File: src/rtl/la_uart_tx_dump_if.sv
// Bundles the dump request/status handshake and the sample-RAM read port.
// The master side is the host plus sample RAM; the slave side is the dump engine.
interface la_uart_tx_dump_if #(
    parameter int ADDR_W = 15
);
    logic              start;
    logic [ADDR_W-1:0] start_addr;
    logic [ADDR_W:0]   length;
    logic              abort;
    logic              busy;
    logic              done;
    logic [ADDR_W-1:0] rd_addr;
    logic [7:0]        rd_data;

    modport master (
        output start, start_addr, length, abort, rd_data,
        input  busy, done, rd_addr
    );

    modport slave (
        input  start, start_addr, length, abort, rd_data,
        output busy, done, rd_addr
    );
endinterface

File: src/rtl/la_uart_tx_dump.sv
// Streams a captured logic-analyzer buffer from the sample RAM out of a UART
// TX line (8N1, LSB first). The next byte is prefetched during each stop bit,
// so multi-byte dumps go out back to back with no idle gap between frames.
module la_uart_tx_dump #(
    parameter int CLK_FREQ = 50000000,
    parameter int BAUD     = 115200,
    parameter int ADDR_W   = 15,
    parameter int RAM_LAT  = 1
) (
    input  logic             clk_50M,
    input  logic             rst_n,
    la_uart_tx_dump_if.slave bus,
    output logic             uart_tx
);
    localparam int BAUD_DIV = CLK_FREQ / BAUD;
    localparam int BAUD_W   = $clog2(BAUD_DIV);
    localparam int LAT_W    = $clog2(RAM_LAT + 2);
    localparam logic [BAUD_W-1:0] BAUD_LAST = BAUD_W'(BAUD_DIV - 1);
    localparam logic [LAT_W-1:0]  LAT_LAST  = LAT_W'(RAM_LAT);

    typedef enum logic [2:0] {
        IDLE,
        FETCH,
        WAIT,
        START,
        DATA,
        STOP
    } state_t;

    state_t            state_q, state_d;
    logic [ADDR_W-1:0] addr_q, addr_d;
    logic [ADDR_W:0]   remaining_q, remaining_d;
    logic [7:0]        shift_q, shift_d;
    logic [BAUD_W-1:0] baud_q, baud_d;
    logic [2:0]        bit_idx_q, bit_idx_d;
    logic [LAT_W-1:0]  lat_q, lat_d;
    logic              tx_q, tx_d;
    logic              busy_q, busy_d;
    logic              done_q, done_d;
    logic              bit_end;

    assign bit_end     = (baud_q == BAUD_LAST);
    assign bus.rd_addr = addr_q;
    assign bus.busy    = busy_q;
    assign bus.done    = done_q;
    assign uart_tx     = tx_q;

    // Next-state and next-output logic; line level, busy and done are computed
    // one cycle ahead so they change on the same edge as the state they describe.
    always_comb begin
        state_d     = state_q;
        addr_d      = addr_q;
        remaining_d = remaining_q;
        shift_d     = shift_q;
        baud_d      = baud_q;
        bit_idx_d   = bit_idx_q;
        lat_d       = lat_q;
        tx_d        = 1'b1;
        busy_d      = 1'b0;
        done_d      = 1'b0;

        if (state_q != IDLE && bus.abort) begin
            state_d   = IDLE;
            baud_d    = '0;
            bit_idx_d = '0;
            lat_d     = '0;
        end else begin
            case (state_q)
                IDLE: begin
                    if (bus.start && !bus.abort) begin
                        if (bus.length != '0) begin
                            addr_d      = bus.start_addr;
                            remaining_d = bus.length;
                            lat_d       = '0;
                            busy_d      = 1'b1;
                            state_d     = FETCH;
                        end else begin
                            done_d = 1'b1;
                        end
                    end
                end
                FETCH: begin
                    busy_d  = 1'b1;
                    lat_d   = '0;
                    state_d = WAIT;
                end
                WAIT: begin
                    busy_d = 1'b1;
                    if (lat_q == LAT_LAST) begin
                        shift_d = bus.rd_data;
                        baud_d  = '0;
                        tx_d    = 1'b0;
                        state_d = START;
                    end else begin
                        lat_d = lat_q + 1'b1;
                    end
                end
                START: begin
                    busy_d = 1'b1;
                    tx_d   = 1'b0;
                    baud_d = baud_q + 1'b1;
                    if (bit_end) begin
                        baud_d    = '0;
                        bit_idx_d = '0;
                        tx_d      = shift_q[0];
                        state_d   = DATA;
                    end
                end
                DATA: begin
                    busy_d = 1'b1;
                    tx_d   = shift_q[0];
                    baud_d = baud_q + 1'b1;
                    if (bit_end) begin
                        baud_d = '0;
                        if (bit_idx_q == 3'd7) begin
                            tx_d        = 1'b1;
                            addr_d      = addr_q + 1'b1;
                            remaining_d = remaining_q - 1'b1;
                            state_d     = STOP;
                        end else begin
                            shift_d   = shift_q >> 1;
                            tx_d      = shift_q[1];
                            bit_idx_d = bit_idx_q + 1'b1;
                        end
                    end
                end
                STOP: begin
                    busy_d = 1'b1;
                    tx_d   = 1'b1;
                    baud_d = baud_q + 1'b1;
                    if (bit_end) begin
                        baud_d = '0;
                        if (remaining_q != '0) begin
                            shift_d = bus.rd_data;
                            tx_d    = 1'b0;
                            state_d = START;
                        end else begin
                            busy_d  = 1'b0;
                            done_d  = 1'b1;
                            state_d = IDLE;
                        end
                    end
                end
                default: begin
                    state_d = IDLE;
                end
            endcase
        end
    end

    // State, datapath and registered outputs; the line idles high out of reset.
    always_ff @(posedge clk_50M or negedge rst_n) begin
        if (!rst_n) begin
            state_q     <= IDLE;
            addr_q      <= '0;
            remaining_q <= '0;
            shift_q     <= '0;
            baud_q      <= '0;
            bit_idx_q   <= '0;
            lat_q       <= '0;
            tx_q        <= 1'b1;
            busy_q      <= 1'b0;
            done_q      <= 1'b0;
        end else begin
            state_q     <= state_d;
            addr_q      <= addr_d;
            remaining_q <= remaining_d;
            shift_q     <= shift_d;
            baud_q      <= baud_d;
            bit_idx_q   <= bit_idx_d;
            lat_q       <= lat_d;
            tx_q        <= tx_d;
            busy_q      <= busy_d;
            done_q      <= done_d;
        end
    end
endmodule

File: src/flat_wrapper.sv
// flat-port wrapper written by rule: the top's interface ports become plain ports
module la_uart_tx_dump_flat 
#(
    parameter int CLK_FREQ = 50000000,
    parameter int BAUD     = 115200,
    parameter int ADDR_W   = 15,
    parameter int RAM_LAT  = 1
)
  (clk_50M, rst_n, uart_tx, bus_start, bus_start_addr, bus_length, bus_abort, bus_rd_data, bus_busy, bus_done, bus_rd_addr);
  la_uart_tx_dump_if #(.ADDR_W(ADDR_W)) bus_i ();
  input  logic clk_50M;
  input  logic rst_n;
  output logic uart_tx;
  input wire logic [$bits(bus_i.start)-1:0] bus_start;
  input wire logic [$bits(bus_i.start_addr)-1:0] bus_start_addr;
  input wire logic [$bits(bus_i.length)-1:0] bus_length;
  input wire logic [$bits(bus_i.abort)-1:0] bus_abort;
  input wire logic [$bits(bus_i.rd_data)-1:0] bus_rd_data;
  output wire logic [$bits(bus_i.busy)-1:0] bus_busy;
  output wire logic [$bits(bus_i.done)-1:0] bus_done;
  output wire logic [$bits(bus_i.rd_addr)-1:0] bus_rd_addr;
  assign bus_i.start = bus_start;
  assign bus_i.start_addr = bus_start_addr;
  assign bus_i.length = bus_length;
  assign bus_i.abort = bus_abort;
  assign bus_i.rd_data = bus_rd_data;
  assign bus_busy = bus_i.busy;
  assign bus_done = bus_i.done;
  assign bus_rd_addr = bus_i.rd_addr;
  la_uart_tx_dump #(.CLK_FREQ(CLK_FREQ), .BAUD(BAUD), .ADDR_W(ADDR_W), .RAM_LAT(RAM_LAT)) u_core (.clk_50M(clk_50M), .rst_n(rst_n), .bus(bus_i), .uart_tx(uart_tx));
endmodule
File: config.mk
export PLATFORM = sky130hd
export DESIGN_NAME = la_uart_tx_dump_flat
export DESIGN_NICKNAME = d
export VERILOG_FILES = /design/src/rtl/la_uart_tx_dump_if.sv /design/src/rtl/la_uart_tx_dump.sv /design/src/flat_wrapper.sv
export SDC_FILE = /design/constraint.sdc
export NUM_CORES = 1
export LEC_CHECK = 0
export CAP_MARGIN = 20
export CORE_MARGIN = 1.5
export CORE_UTILIZATION = 50
export CTS_CLUSTER_SIZE = 25
export DETAILED_ROUTE_END_ITERATION = 10
export PLACE_DENSITY_LB_ADDON = 0.08
export SYNTH_ARGS = -nofsm -noshare
export SYNTH_HDL_FRONTEND = slang
export SYNTH_SLANG_ARGS = --single-unit
File: constraint.sdc
create_clock -name clk_50M -period 2.22 [get_ports clk_50M]
set_input_delay 0.444 -clock clk_50M [delete_from_list [all_inputs] [get_ports clk_50M]]
set_output_delay 0.444 -clock clk_50M [all_outputs]
set_load 0.05 [all_outputs]
==> results of run 1 <==
==> worst max-delay path, cell delays in order, from the launching register on <==
cell and delay [ps]:
dfrtp_1 400, buf_4 160, or4_1 600, nor3_1 400, a21oi_1 140, o21ai_0 200, o31ai_1 100
==> final cells by class <==
| type | count | area share |
|---|---|---|
| Multi-Input combinational cell | 340 | 0.4304 |
| Sequential cell | 59 | 0.3027 |
| Timing Repair Buffer | 98 | 0.1856 |
| Clock buffer | 12 | 0.03179 |
| Tap cell | 99 | 0.02538 |
| Clock inverter | 4 | 0.01487 |
| Inverter | 12 | 0.009228 |
==> stage by stage <==
stage          total power (W)  cell area [um2]  instances    util
6_report              0.005709             4881        624  0.6729
3_3_place_gp          0.004511             4647        608  0.6407
4_1_cts               0.005715             4875        624  0.6721
5_1_grt               0.006076             4881        624  0.6729
2_1_floorplan         0.003647             3760        440       -
3_5_place_dp          0.004569             4647        608  0.6407
==> power breakdown <==
| part | internal [W] | total [W] | leakage, nW | switching (W) |
|---|---|---|---|---|
| clock | 0.000692 | 0.00113 | 0.113 | 0.000433 |
| combinational | 0.00117 | 0.00267 | 1.20 | 0.00151 |
| sequential | 0.00147 | 0.00191 | 0.733 | 0.000439 |
| total | 0.00333 | 0.00571 | 2.05 | 0.00238 |
==> placed cells by master (no fill, tap or decap), types with 3 or more instances in the layout <==
cell type,count
a22o_1,3
a21oi_1,40
inv_1,12
ha_1,8
nor2_1,33
mux2i_1,5
o22ai_1,8
clkdlybuf4s50_1,59
nor4_1,7
nand2b_1,3
o41ai_1,3
a22oi_1,5
nand3_1,8
o31ai_1,3
nor3b_1,3
buf_4,36
nand2_1,60
nor3_1,15
a2bb2oi_1,3
a21o_1,3
nand4_1,12
and3_1,4
a31oi_1,7
mux2_4,7
o21ai_1,3
dfrtp_1,58
o21ai_0,51
clkbuf_8,11
==> state kept, by name (all words and copies together), names as in the netlist <==
name / flops
u_core.lat_q: 2
u_core.shift_q: 8
u_core.bus.rd_addr: 15
u_core.bit_idx_q: 3
u_core.bus.done: 1
u_core.remaining_q: 16
u_core.uart_tx: 1
u_core.bus.busy: 1
u_core.baud_q: 9
u_core.state_q: 3
==> kinds of logic (layout without fill, tap and decap cells) <==
logic type | count (synthesis) | count (layout) | synth area share
simple gates | 168 | 168 | 0.2369
compound gates | 151 | 151 | 0.2446
flops | 59 | 59 | 0.3930
buf+inv | 41 | 126 | 0.05457
mux | 13 | 13 | 0.04426
fa+ha+maj | 8 | 8 | 0.02662
==> worst max-delay path by stage <==
stage,startpoint,to
6_report,u_core.remaining_q[2],u_core.remaining_q[7]
5_1_grt,u_core.remaining_q[2],u_core.remaining_q[7]
4_1_cts,u_core.remaining_q[1],u_core.shift_q[4]
3_5_place_dp,bus_length[11],u_core.remaining_q[14]
3_3_place_gp,bus_length[3],u_core.remaining_q[14]
2_1_floorplan,u_core.remaining_q[13],u_core.shift_q[0]
==> per-layer routing <==
| metal | share of wire | global-route usage | up-vias |
|---|---|---|---|
| li1 | - | - | 1795 |
| met1 | 0.44 | 0.3165 | 1758 |
| met2 | 0.49 | 0.4059 | 112 |
| met3 | 0.059 | 0.06091 | 9 |
| met4 | 0.0097 | 0.06614 | 0 |
| met5 | 0 | 0 | - |
==> out/qor.yml, run 1 <==
outcome:
  status: "complete, no violations"
logic_synthesis:
  synth_edf_count: 0
  synth.top_cells.by_area: "dfrtp_1, o21ai_0, nand2_1, a21oi_1, nor2_1"
  synth-seq-cells: 59
  yosysUniqueCellTypes: 66
  yosysTopAreaCellShare: 0.3860
  yosysWarnings: 0
  syn_avg_cell_area_um2: 8.545
  netlist_area_um2: 3760
  yosys.area.top_type: "dfrtp_1"
  async_flop_share: 1.000
  syn_nets: 491
  synth_most_common_cell: "nand2_1"
  synth-seq-area-share: 0.3930
  ys.flop_type: "dfrtp_1"
  synthCells: 440
  synth_common_cells: "nand2_1, dfrtp_1, o21ai_0"
global_routing:
  overflow: 0
  antenna_found_initial: 0
  grt_max_degree: 60
  grt_pass1_wl_um: 16220
  grt_pass1_vias: 3506
  grt_usage: 0.2439
final_layout:
  fillers: 619
  drive_gt1_frac: 0.1505
  diodes: 0
  area_delta_synth_final_pct: 29.82
  final-seq-area_um2: 1478
  nets: 571
  multi_input_area_um2: 2101
sta:
  worst_pin_slew_ps: 507.4
  slew_viol_final: 0
  fin_crit_sh: 0.9564
  slew_headroom: 0.6607
  final_hold_viol_count: 0
  hold_ws_ps: 97.64
  fin_tns_setup_ps: 0
  setup_violations: 0
  fin_ws_ps: 96.86
  fin_skew_ps: 11.93
  max_clock_freq_mhz: 471.0
  min_period_ps: 2123
floorplanning:
  die_x_um: 89.72
  start_util: 0.5184
  num_io_pins: 61
  coreArea_um2: 7253
  die_y_um: 89.72
  fp.dieArea_um2: 8049
  rows: 31
clock_network:
  cts_tree: "built"
  cts_buffers: 9
  htreeDepth: 3
  cts_sinks: 59
  hold_buffers: 0
  worstSkewPairLatency_ps: 340
  clkTransAtPathRegs_ps: 70
  cts_resized: 0
  clk_path_buf_depth: 2
  cts_setup_buffers: 0
  cts-root-buf: "clkbuf_8"
run:
  max_cap_viol_count: 0
setup_path:
  cp_data_arrival_time_ps: 2330
  critPathMaxFanout: 6
  timing.rr.start: "u_core.remaining_q[2]"
  cp-start-kind: "flop"
  r2r_slack_ps: 100
  cp-end-kind: "flop"
  critPathRequiredTime_ps: 2430
  reg2reg_to: "u_core.remaining_q[7]"
  path_class: "flop to flop"
  r2r_cells: 6
route:
  vias_per_cell: 5.888
  drtIter0Drc: 192
  num_vias: 3674
  first_pass_iters: 5
  drc_errors: 0
  routed_wl_um: 9565
  postRouteAntennaNets: 0
  wl_per_cell_um: 15.33
place:
  routabilityCongestion: 0.8887
  pre_cts_slack_ps: -148.3
  numPortBuffers: 60
  hpwl_um: 6730
min_path:
  hp-class: "primary input to asynchronous set/reset pin"
power_and_ir_drop:
  p_leak_nw: 2.046
  vdd_drop_max_mv: 0.7196
  p_per_area_nw_per_um2: 1170
Power figures use the tool's default switching activity.
==> run 2, diff against run 1 <==
Settings changed: HOLD_SLACK_MARGIN from default to 0.08.
Clock period 2.22 ns to 2.2 ns, I/O delays scaled along.
==> run 2 against run 1 <==
Compared with the run above:
- cell count grew 0.96%
- sequential power is essentially flat
- sequential share of layout area shrank 0.14 points
- critical path depth shrank 5
- global-route usage grew 0.050 points
- clock power shrank 12%
- combinational power grew 1%
- die area is the same
- count of clock-buffer cells in the layout is the same
- register-to-register slack gained 20 ps
==> out/qor.yml, run 2 (same netlist as run 1, synthesis figures left out) <==
outcome:
  status: "complete, no violations"
power_and_ir_drop:
  p_per_area_nw_per_um2: 1150
  p_leak_nw: 2.052
  vdd_drop_max_mv: 0.8904
  total_power_w: 0.005637
final_layout:
  final_common_cell: "nand2_1"
  nets: 577
  final_cell_mix: "nand2_1, clkdlybuf4s50_1, dfrtp_1"
  drive_gt1_frac: 0.1601
  diodes: 0
  largest_reg_flops: 16
  postLayoutCellArea_um2: 4903
  fillers: 608
  area_delta_synth_final_pct: 30.42
  largest-register: "u_core.remaining_q"
setup_path:
  cp_data_arrival_time_ps: 1650
  critPathMaxFanout: 7
  critPathRequiredTime_ps: 1760
  path_class: "flop to output pin"
  cpPeakStageDelay_ps: 840
  cp-end-kind: "output pin"
  crit_slowest_cell: "clkdlybuf4s50_1"
  crit_chain: "clkdlybuf4s50_1"
  crit_buf_inv: 1
  crit_family: "buffers and inverters"
  cp-start-kind: "flop"
  r2r_slack_ps: 120
floorplanning:
  rows: 31
  die_x_um: 89.72
  coreArea_um2: 7253
  num_io_pins: 61
  die_y_um: 89.72
  start_util: 0.5184
  fp.dieArea_um2: 8049
sta:
  worst_pin_slew_ps: 607.6
  slew_viol_final: 0
  hold_ws_ps: 482.7
  fin_skew_ps: 10.01
  max_clock_freq_mhz: 479.2
  fin_ws_ps: 113.3
  slew_headroom: 0.5896
  fin_crit_sh: 0.9485
  fin_tns_setup_ps: 0
  setup_violations: 0
  min_period_ps: 2087
  final_hold_viol_count: 0
route:
  drtIter0Drc: 202
  wl_per_cell_um: 15.16
  postRouteAntennaNets: 0
  routed_wl_um: 9550
  num_vias: 3667
  vias_per_cell: 5.821
  drc_errors: 0
  first_pass_iters: 4
clock_network:
  htreeDepth: 3
  cts_buffers: 9
  worstSkewPairLatency_ps: 350
  clk_path_buf_depth: 2
  clkTransAtPathRegs_ps: 60
  cts_sinks: 59
  cts-root-buf: "clkbuf_8"
  cts_tree: "built"
global_routing:
  grt_max_degree: 48
  antenna_found_initial: 0
  grt_usage: 0.2444
  grt_pass1_vias: 3459
  overflow: 0
  grt_pass1_wl_um: 16070
place:
  numPortBuffers: 60
  pre_cts_slack_ps: -192.5
  place_area_um2: 4684
  routabilityCongestion: 0.8749
  hpwl_um: 6909
min_path:
  hp-class: "flop to flop"
run:
  max_cap_viol_count: 0
run 2: cell count changes in the layout (fill, tap and decap cells not counted), sizes merged:
cell and delta:
clkinvlp +1, dlygate4sd3 +1, buf +5, bufinv -1
run 2: what timing repair did:
item | 4_1_cts | 5_1_grt
setup buffers | 0 | 0
hold buffers | 1 | 0
resized for setup | 0 | 3
setup endpoints to repair | 0 | 11
endpoints found under the hold margin | 20 | 0
run 2: area by class of cell:
type / count / area, um2 / area share
multi-input cells: 340 / 2108 / 0.4300
flip-flops and latches: 59 / 1478 / 0.3014
repair buffers: 104 / 953.4 / 0.1944
clock buffers: 12 / 145.1 / 0.02960
well taps: 99 / 123.9 / 0.02526
clock inverters: 4 / 50.05 / 0.01021
inverters: 12 / 45.04 / 0.009186
run 2: through the flow:
| stage | std cells | util |
|---|---|---|
| final | 630 | 0.6760 |
| after global routing | 630 | 0.6760 |
| after CTS | 630 | 0.6741 |
| after detailed placement | 613 | 0.6459 |
| after global placement | 613 | 0.6459 |
| after floorplan | 440 | - |
run 2: power by group:
part	leakage, nW	internal, W	switching (W)	total [W]
combinational	1.23	0.00119	0.00151	0.00271
sequential	0.733	0.00148	0.000450	0.00193
clock	0.0926	0.000553	0.000444	0.000997
run 2: worst paths after layout:
| check | startpoint | endpoint | cells after the start |
|---|---|---|---|
| min | u_core.lat_q[0] | u_core.lat_q[0] | 1 |
| min in group asynchronous | rst_n | u_core.baud_q[4] | 2 |
| max in group asynchronous | rst_n | u_core.bus.rd_addr[2] | 3 |
| min reg2reg | u_core.lat_q[0] | u_core.lat_q[0] | 1 |
| max | u_core.bus.rd_addr[9] | bus_rd_addr[9] | 1 |
| max reg2reg | u_core.remaining_q[3] | u_core.shift_q[4] | 6 |
run 2: routing by layer:
metal	share of wire	GRT usage	up-vias
met5	0	0	-
met4	0.0093	0.06481	0
met3	0.054	0.06937	10
met2	0.49	0.4192	87
met1	0.45	0.3017	1768
li1	-	-	1802
